--- src/rtl/vga_sram_arbiter.sv ---
// -----------------------------------------------------------------------------
// vga_sram_arbiter
//
// Shares one external asynchronous 16-bit SRAM (the framebuffer) between the
// display read path and a pixel writer. Display reads always win; writes are
// only taken when no read is requested, which in practice means blanking.
// The block owns every SRAM control pin and inserts one turnaround cycle
// (WR_SETUP) between a read and the following write pulse.
//
// Ports
//   clk            system clock (vga_clk domain)
//   reset_n        asynchronous active-low reset
//   rd_req         display read request, held until accepted
//   rd_addr        read word address, valid with rd_req
//   rd_ready       read accepted this cycle when rd_req & rd_ready
//   rd_data        read data, valid with rd_valid
//   rd_valid       one-cycle strobe per accepted read (2 cycles after accept)
//   wr_valid       write request, held until accepted
//   wr_addr        write word address
//   wr_data        write data
//   wr_ready       write accepted when wr_valid & wr_ready
//   sram_addr      registered SRAM address
//   sram_data_o    registered SRAM write data
//   sram_data_oe   pad drive enable for sram_data_o
//   sram_data_i    SRAM read data from the pads
//   sram_we_n      SRAM write enable, active low
//   sram_oe_n      SRAM output enable, active low
//   sram_ce_n      SRAM chip enable, active low
//   wr_stall_cnt   (VGA_SRAM_ARB_STATS_EN only) saturating count of cycles a
//                  pending write has been refused since its last acceptance
//
// Optional build macro: VGA_SRAM_ARB_STATS_EN adds the wr_stall_cnt output.
//
// State table
//   state       | meaning
//   ST_IDLE     | bus idle, decision state
//   ST_READ     | read address on the bus with oe_n low, decision state
//   ST_WR_SETUP | write address/data stable, bus turnaround (oe_n=1, oe=0)
//   ST_WR_PULSE | pads driven, we_n low for one cycle
// -----------------------------------------------------------------------------
module vga_sram_arbiter #(
  parameter int ADDR_WIDTH = 20,
  parameter int DATA_WIDTH = 16
) (
  input  logic                  clk,
  input  logic                  reset_n,

  input  logic                  rd_req,
  input  logic [ADDR_WIDTH-1:0] rd_addr,
  output logic                  rd_ready,
  output logic [DATA_WIDTH-1:0] rd_data,
  output logic                  rd_valid,

  input  logic                  wr_valid,
  input  logic [ADDR_WIDTH-1:0] wr_addr,
  input  logic [DATA_WIDTH-1:0] wr_data,
  output logic                  wr_ready,

  output logic [ADDR_WIDTH-1:0] sram_addr,
  output logic [DATA_WIDTH-1:0] sram_data_o,
  output logic                  sram_data_oe,
  input  logic [DATA_WIDTH-1:0] sram_data_i,
  output logic                  sram_we_n,
  output logic                  sram_oe_n,
  output logic                  sram_ce_n
`ifdef VGA_SRAM_ARB_STATS_EN
  ,
  output logic [15:0]           wr_stall_cnt
`endif
);

  typedef enum logic [1:0] {
    ST_IDLE     = 2'd0,
    ST_READ     = 2'd1,
    ST_WR_SETUP = 2'd2,
    ST_WR_PULSE = 2'd3
  } state_t;

  state_t                r_state;
  state_t                w_state_nxt;

  logic [ADDR_WIDTH-1:0] r_addr;
  logic [DATA_WIDTH-1:0] r_wdata;
  logic                  r_data_oe;
  logic                  r_we_n;
  logic                  r_oe_n;
  logic                  r_ce_n;
  logic [DATA_WIDTH-1:0] r_rd_data;
  logic                  r_rd_valid;

  logic [ADDR_WIDTH-1:0] w_addr_nxt;
  logic [DATA_WIDTH-1:0] w_wdata_nxt;
  logic                  w_data_oe_nxt;
  logic                  w_we_n_nxt;
  logic                  w_oe_n_nxt;

  logic                  w_decision;
  logic                  w_rd_accept;
  logic                  w_wr_accept;

  // IDLE and READ can both take a new request, so back-to-back reads run
  // at one per cycle without passing through IDLE.
  assign w_decision  = (r_state == ST_IDLE) || (r_state == ST_READ);
  assign w_rd_accept = w_decision & rd_req;
  assign w_wr_accept = w_decision & ~rd_req & wr_valid;

  assign rd_ready = w_decision;
  assign wr_ready = w_decision & ~rd_req;

  // ---------------------------------------------------------------------------
  // Next-state and next-pin logic. The SRAM pins are registered, so each
  // state's pin values are produced here one cycle ahead, on the transition
  // into that state.
  // ---------------------------------------------------------------------------
  always_comb begin
    w_state_nxt   = r_state;
    w_addr_nxt    = r_addr;
    w_wdata_nxt   = r_wdata;
    w_oe_n_nxt    = 1'b1;
    w_we_n_nxt    = 1'b1;
    w_data_oe_nxt = 1'b0;

    case (r_state)
      ST_IDLE,
      ST_READ: begin
        if (w_rd_accept) begin
          w_state_nxt = ST_READ;
          w_addr_nxt  = rd_addr;
          w_oe_n_nxt  = 1'b0;
        end else if (w_wr_accept) begin
          w_state_nxt = ST_WR_SETUP;
          w_addr_nxt  = wr_addr;
          w_wdata_nxt = wr_data;
        end else begin
          w_state_nxt = ST_IDLE;
        end
      end

      ST_WR_SETUP: begin
        // oe_n went high on entry to WR_SETUP, so the SRAM has released
        // the bus by the time the pads are driven here.
        w_state_nxt   = ST_WR_PULSE;
        w_we_n_nxt    = 1'b0;
        w_data_oe_nxt = 1'b1;
      end

      ST_WR_PULSE: begin
        // we_n and the pad enable drop together on the same edge.
        w_state_nxt = ST_IDLE;
      end

      default: begin
        w_state_nxt = ST_IDLE;
      end
    endcase
  end

  always_ff @(posedge clk or negedge reset_n) begin
    if (!reset_n) begin
      r_state <= ST_IDLE;
    end else begin
      r_state <= w_state_nxt;
    end
  end

  // Control pins reset asynchronously so a reset during WR_PULSE releases
  // we_n and the pads without waiting for a clock edge.
  always_ff @(posedge clk or negedge reset_n) begin
    if (!reset_n) begin
      r_addr    <= '0;
      r_wdata   <= '0;
      r_data_oe <= 1'b0;
      r_we_n    <= 1'b1;
      r_oe_n    <= 1'b1;
      r_ce_n    <= 1'b1;
    end else begin
      r_addr    <= w_addr_nxt;
      r_wdata   <= w_wdata_nxt;
      r_data_oe <= w_data_oe_nxt;
      r_we_n    <= w_we_n_nxt;
      r_oe_n    <= w_oe_n_nxt;
      r_ce_n    <= 1'b0;
    end
  end

  // Read capture: the pads are sampled at the end of the READ cycle, giving
  // a two-cycle accept-to-valid latency.
  always_ff @(posedge clk or negedge reset_n) begin
    if (!reset_n) begin
      r_rd_data  <= '0;
      r_rd_valid <= 1'b0;
    end else begin
      r_rd_valid <= (r_state == ST_READ);
      if (r_state == ST_READ) begin
        r_rd_data <= sram_data_i;
      end
    end
  end

  assign sram_addr    = r_addr;
  assign sram_data_o  = r_wdata;
  assign sram_data_oe = r_data_oe;
  assign sram_we_n    = r_we_n;
  assign sram_oe_n    = r_oe_n;
  assign sram_ce_n    = r_ce_n;
  assign rd_data      = r_rd_data;
  assign rd_valid     = r_rd_valid;

`ifdef VGA_SRAM_ARB_STATS_EN
  logic [15:0] r_stall_cnt;

  always_ff @(posedge clk or negedge reset_n) begin
    if (!reset_n) begin
      r_stall_cnt <= 16'd0;
    end else if (w_wr_accept) begin
      r_stall_cnt <= 16'd0;
    end else if (wr_valid && (r_stall_cnt != 16'hFFFF)) begin
      r_stall_cnt <= r_stall_cnt + 16'd1;
    end
  end

  assign wr_stall_cnt = r_stall_cnt;
`endif

endmodule
--- config.mk ---
export PLATFORM = sky130hd
export DESIGN_NAME = vga_sram_arbiter
export DESIGN_NICKNAME = d
export VERILOG_FILES = /design/src/rtl/vga_sram_arbiter.sv
export SDC_FILE = /design/constraint.sdc
export NUM_CORES = 1
export LEC_CHECK = 0
export CAP_MARGIN = 20
export CORE_UTILIZATION = 25
export CTS_CLUSTER_DIAMETER = 30
export CTS_CLUSTER_SIZE = 40
export DETAILED_ROUTE_END_ITERATION = 10
export PLACE_DENSITY_LB_ADDON = 0.12
export SLEW_MARGIN = 20
export SYNTH_ARGS = -nofsm -noshare
export SYNTH_HDL_FRONTEND = slang
export SYNTH_SLANG_ARGS = --single-unit
export TNS_END_PERCENT = 5
--- constraint.sdc ---
create_clock -name clk -period 1.98 [get_ports clk]
set_input_delay 0.396 -clock clk [delete_from_list [all_inputs] [get_ports clk]]
set_output_delay 0.396 -clock clk [all_outputs]
set_load 0.01 [all_outputs]
# [Yosys cells after proc, flatten, opt, wreduce, memory -nomap -nowiden]
# Cells that the tools add are included.
[classes] addsub=0 mul=0 n_div=0 magnitude_cmp=0 eq_ne=3 n_shift=0 muxes=9 bitwise_logic=5 n_reduce_logical=6
[ops] op="$mux 20" count=2
[ops] op="$pmux 2 s3" count=1
[ops] op="$eq 2x2->1 const B" count=2
[ops] op="$mux 1" count=4
[ops] op="$mux 2" count=2
[ops] op="$and 1x1->1" count=3
[ops] op="$reduce_and 3->1" count=1
[ops] op="$eq 2x1->1 const B" count=1
[ops] op="$logic_not 2->1" count=1
[ops] op="$not 1->1" count=2
[ops] op="$reduce_and 2->1" count=1
[ops] op="$reduce_bool 2->1" count=1
[ops] op="$reduce_or 2->1" count=1
[ops] op="$logic_or 1x1->1" count=1
[totals] register_bits=59 latch_bits=0 mem_bits_rw=0 mem_bits_ro=0 input_bits=76 output_inout_bits=59 word_cells=32 memories=0

# [Logic depth before layout (Yosys ltp)]
[depth] ltp_word=7 depth_mapped=5 depth_no_buf=3

# [Worst setup path after synthesis]
# OpenSTA, ideal clock, no wires.
[synth_timing] path_kind="reg2reg" startpoint="register r_state[1]" endpoint="register r_wdata[10] (netlist: sram_data_o[10])" setup_ns=0.125 t_arrival_ns=1.338 required_ns=1.855 slack_ns=0.517 path_stages_with_launch=5 path_buffers=2 synth_period_minus_slack_ns=1.463 cell_sequence="dfrtp_1 -> buf_6 -> nor3b_4 -> buf_6 -> mux2_2"
[synth_between] elab_chain_len=5 word_cells_on_any_way=9 cone_classes="eq/ne: 1; bitwise: 4; reduce/logical: 4"
[synth_lines] item="start, declared" line_no="79" source="state_t r_state;"
[synth_lines] item="start signal, assigned" line_no="162" source="r_state <= w_state_nxt;"
[synth_lines] item="$eq 2x1->1 / $logic_not 2->1 (equally long branches)" line_no="103, 123"
[synth_lines] item="$logic_or 1x1->1" line_no="103" source="assign w_decision = (r_state == ST_IDLE) || (r_state == ST_READ);"
[synth_lines] item="$and 1x1->1 (on tied branches)" line_no="105, 104"
[synth_lines] item="$and 1x1->1 / $not 1->1 (equally long branches)"
[synth_lines] item="$reduce_and 3->1 (no source line) (*)"
[synth_lines] item="end signal, assigned" line_no="178" source="r_wdata <= w_wdata_nxt;"
[synth_lines] item="end, declared" line_no="83" source="logic [DATA_WIDTH-1:0] r_wdata;"
# Mark *: on every way between the ends. The rest lies on a longest branch, timed or not.
# A chain may end at the register's enable or synchronous reset.

# [Worst setup path after layout]
[layout_timing] startpoint="register r_state[1]" endpoint="output port rd_ready"
[layout_between] elab_chain_len=2 word_cells_on_any_way=3 cone_classes="eq/ne: 1; reduce/logical: 2"
[layout_lines] item="$eq 2x1->1 / $logic_not 2->1 (equally long branches)" line_no="103"
[layout_lines] item="$logic_or 1x1->1 (*)" line_no="103"
[layout_lines] item="end, declared" line_no="50" source="output logic rd_ready,"
# Marks and branches as above.

==> impl_metrics.ini <==
[logic_synthesis]
synth_top_family_by_area = multiplexers
synth_top_area_share_pct = 55.2
ys.warnings.count = 0
synth_compound_area_share_pct = 6.80
synthXorXnorAreaFrac_pct = 0
yosys-top-cells-count = dfrtp_1, mux2_2, inv_1
yosys.cell_count.top_type = dfrtp_1
synth-edff-count = 0
async_flop_share_pct = 100
syn-instance-count = 200
syn_area_sq_um = 2540
synthesis.nets = 276
synth-adder-area-share_pct = 0
synth_top_area_cell = dfrtp_1
synth_seq_cells = 59
synth_simple_gate_area_share_pct = 13.4
avgSynthCellArea_sq_um = 12.7
synth_area_leaders = dfrtp_1, mux2_2, nor4b_1
yosys_most_used_dff = dfrtp_1
ys_seq_area_share_pct = 58.3
synthMuxAreaShare_pct = 14.2
synth_cell_types = 19

[power]
p_leak_nw = 1.77
ir_drop_uv = 459
power_density_nw_per_um2 = 1260
p_total_mw = 5.38

[worst_setup_path]
crit_start = r_state[1]
reg2reg_depth = 4
cp.arrival_ns = 1.42
r2r_end = sram_data_o[10]
cp-endpoint = rd_ready
path_class = register to primary output
start_kind = register
regToRegStartpoint = r_state[1]
worstPathMaxFanout = 5
crit_path_end_kind = primary output
rrSetupSlack_ns = 0.46
worst_ep_required_time_ns = 1.58

[placement]
pre_cts_slack_ns = -0.0664
place.gp.congestion = 0.715
dp_hpwl_mm = 4.82
portBuffers = 134

[timing]
timing.final.crit_share_pct = 91.7
hold_viol_final = 0
setup_viol = 0
fin_crit_ns = 1.82
maxSlewViolCount = 0
setup_ws_ns = 0.164
hold_ws_ns = 0.0592
rsz0062_at_grt = false
fmax_mhz = 551
skew_ns = 0.00949

[outcome]
status = complete, no violations

[route]
drt_iter0_drc = 62
dr.pass1.iters = 4
dr_total_vias = 2072
wire_per_inst_um = 14.2
drc = 0
vias_per_cell = 4.31
ant_nets = 0
drt-total-wl_mm = 6.85

[clocking]
cts_root_buffer = clkbuf_8
cts_hold_buf = 0
clk_pin_slew_ns = 0.07
numCtsBuffers = 9
cts_tree = done
cts_num_sinks = 59
clk_path_buf_depth = 2
clk_latency_ns = 0.33
htree_levels = 3

[floorplanning]
io_pins = 135
die_w_um = 103
initial_core_util_pct = 25.8
rows = 36
core_area_sq_um = 9820
die_h_um = 103
dieArea_sq_um = 10600

[global_route]
antenna_found_initial = 0
grt_start_max_net_pins = 60
grt_usage_pct = 13.6
grt-ovfl-total = 0
grt_pass1_wl_mm = 10.7
grt_pass1_vias = 2130

[final_layout]
diodes = 0
fin_nets = 419
areaGrowthSynthToFinish_pct = 68.7
post-route-util_pct = 43.6
drive_gt1_share_pct = 19.3

[job]
maxCapViolations = 0

[min_path]
hold_path_class = primary input to async pin
[metal layers]
metal  vias up  global-route usage, %  wire (um)
met5         -                      0          0
met4         0                   7.15        119
met3         9                   2.98        468
met2        78                   20.6       3210
met1      1002                   18.1       3050
li1        983                      -          -
[registers in the layout, indices dropped and copies added (netlist names)]
signal,count
r_state,2
rd_data,16
rd_valid,1
sram_addr,20
sram_ce_n,1
sram_data_o,16
sram_data_oe,1
sram_oe_n,1
sram_we_n,1
[worst max-delay path: stages (launching register included)]
cell,delay (ns)
dfrtp_1,0.43
inv_1,0.09
clkdlybuf4s50_1,0.56
[cell usage in the layout, fill, tap and decap left out, drive strengths merged]
master         netlist  layout
dlygate4sd2          0       1
nor3b               18      18
o21bai               2       2
clkinv               0       3
buf                  7      15
dfrtp               56      56
inv                 26      26
clkinvlp             0       1
a222oi               3       3
nor4b               17      17
nor2b                3       3
bufinv               0       1
a211oi              17      17
clkdlybuf4s50        0     132
clkbuf               9      11
nand2b               1       1
conb                 1       1
nor2                 4       4
mux2                32      32
nand2                1       1
dfstp                3       3
[through the flow]
step | area, sq um | cells | setup TNS [ns]
finish | 4280 | 481 | 0
global route | 4280 | 481 | 0
CTS | 4280 | 481 | 0
detailed placement | 4090 | 465 | -0.0664
global placement | 4090 | 465 | -0.0538
floorplan | 2540 | 200 | 0
[repair_timing]
action,CTS,global route
endpoints found under the setup margin,1,0
buffers inserted,0,0
gates resized for setup,2,0
[report_power, final]
group          total (mW)  switching (mW)  internal (mW)
logic                2.34           0.913           1.43
registers            1.94           0.244           1.70
clock network        1.10           0.487          0.609
[worst min-delay path by stage]
stage,from,endpoint,slack (ns),cells after the start
after floorplan,reset_n,r_state[0],0.10,0
after detailed placement,reset_n,rd_data[7],0.43,2
after global routing,reset_n,rd_data[9],0.07,2
after global placement,reset_n,rd_data[9],0.43,2
final,reset_n,rd_data[9],0.06,2
after CTS,reset_n,rd_data[9],0.06,2
[final cells by class]
cell class | instances | area (sq um)
fillers | 992 | 5540
clock inverters | 5 | 52.6
repair buffers | 148 | 1470
inverters | 26 | 97.6
multi-input cells | 99 | 878
flip-flops and latches | 59 | 1480
well taps | 133 | 166
clock buffers | 11 | 141
[cell families (layout without fill, tap and decap cells)]
family          count (synthesis)  count (layout)
flops                          59              59
simple gates                   44              44
buf+inv                        42             190
mux                            32              32
compound gates                 22              22
other cells                     1               1
No activity file was read; power rests on OpenSTA's default activity.
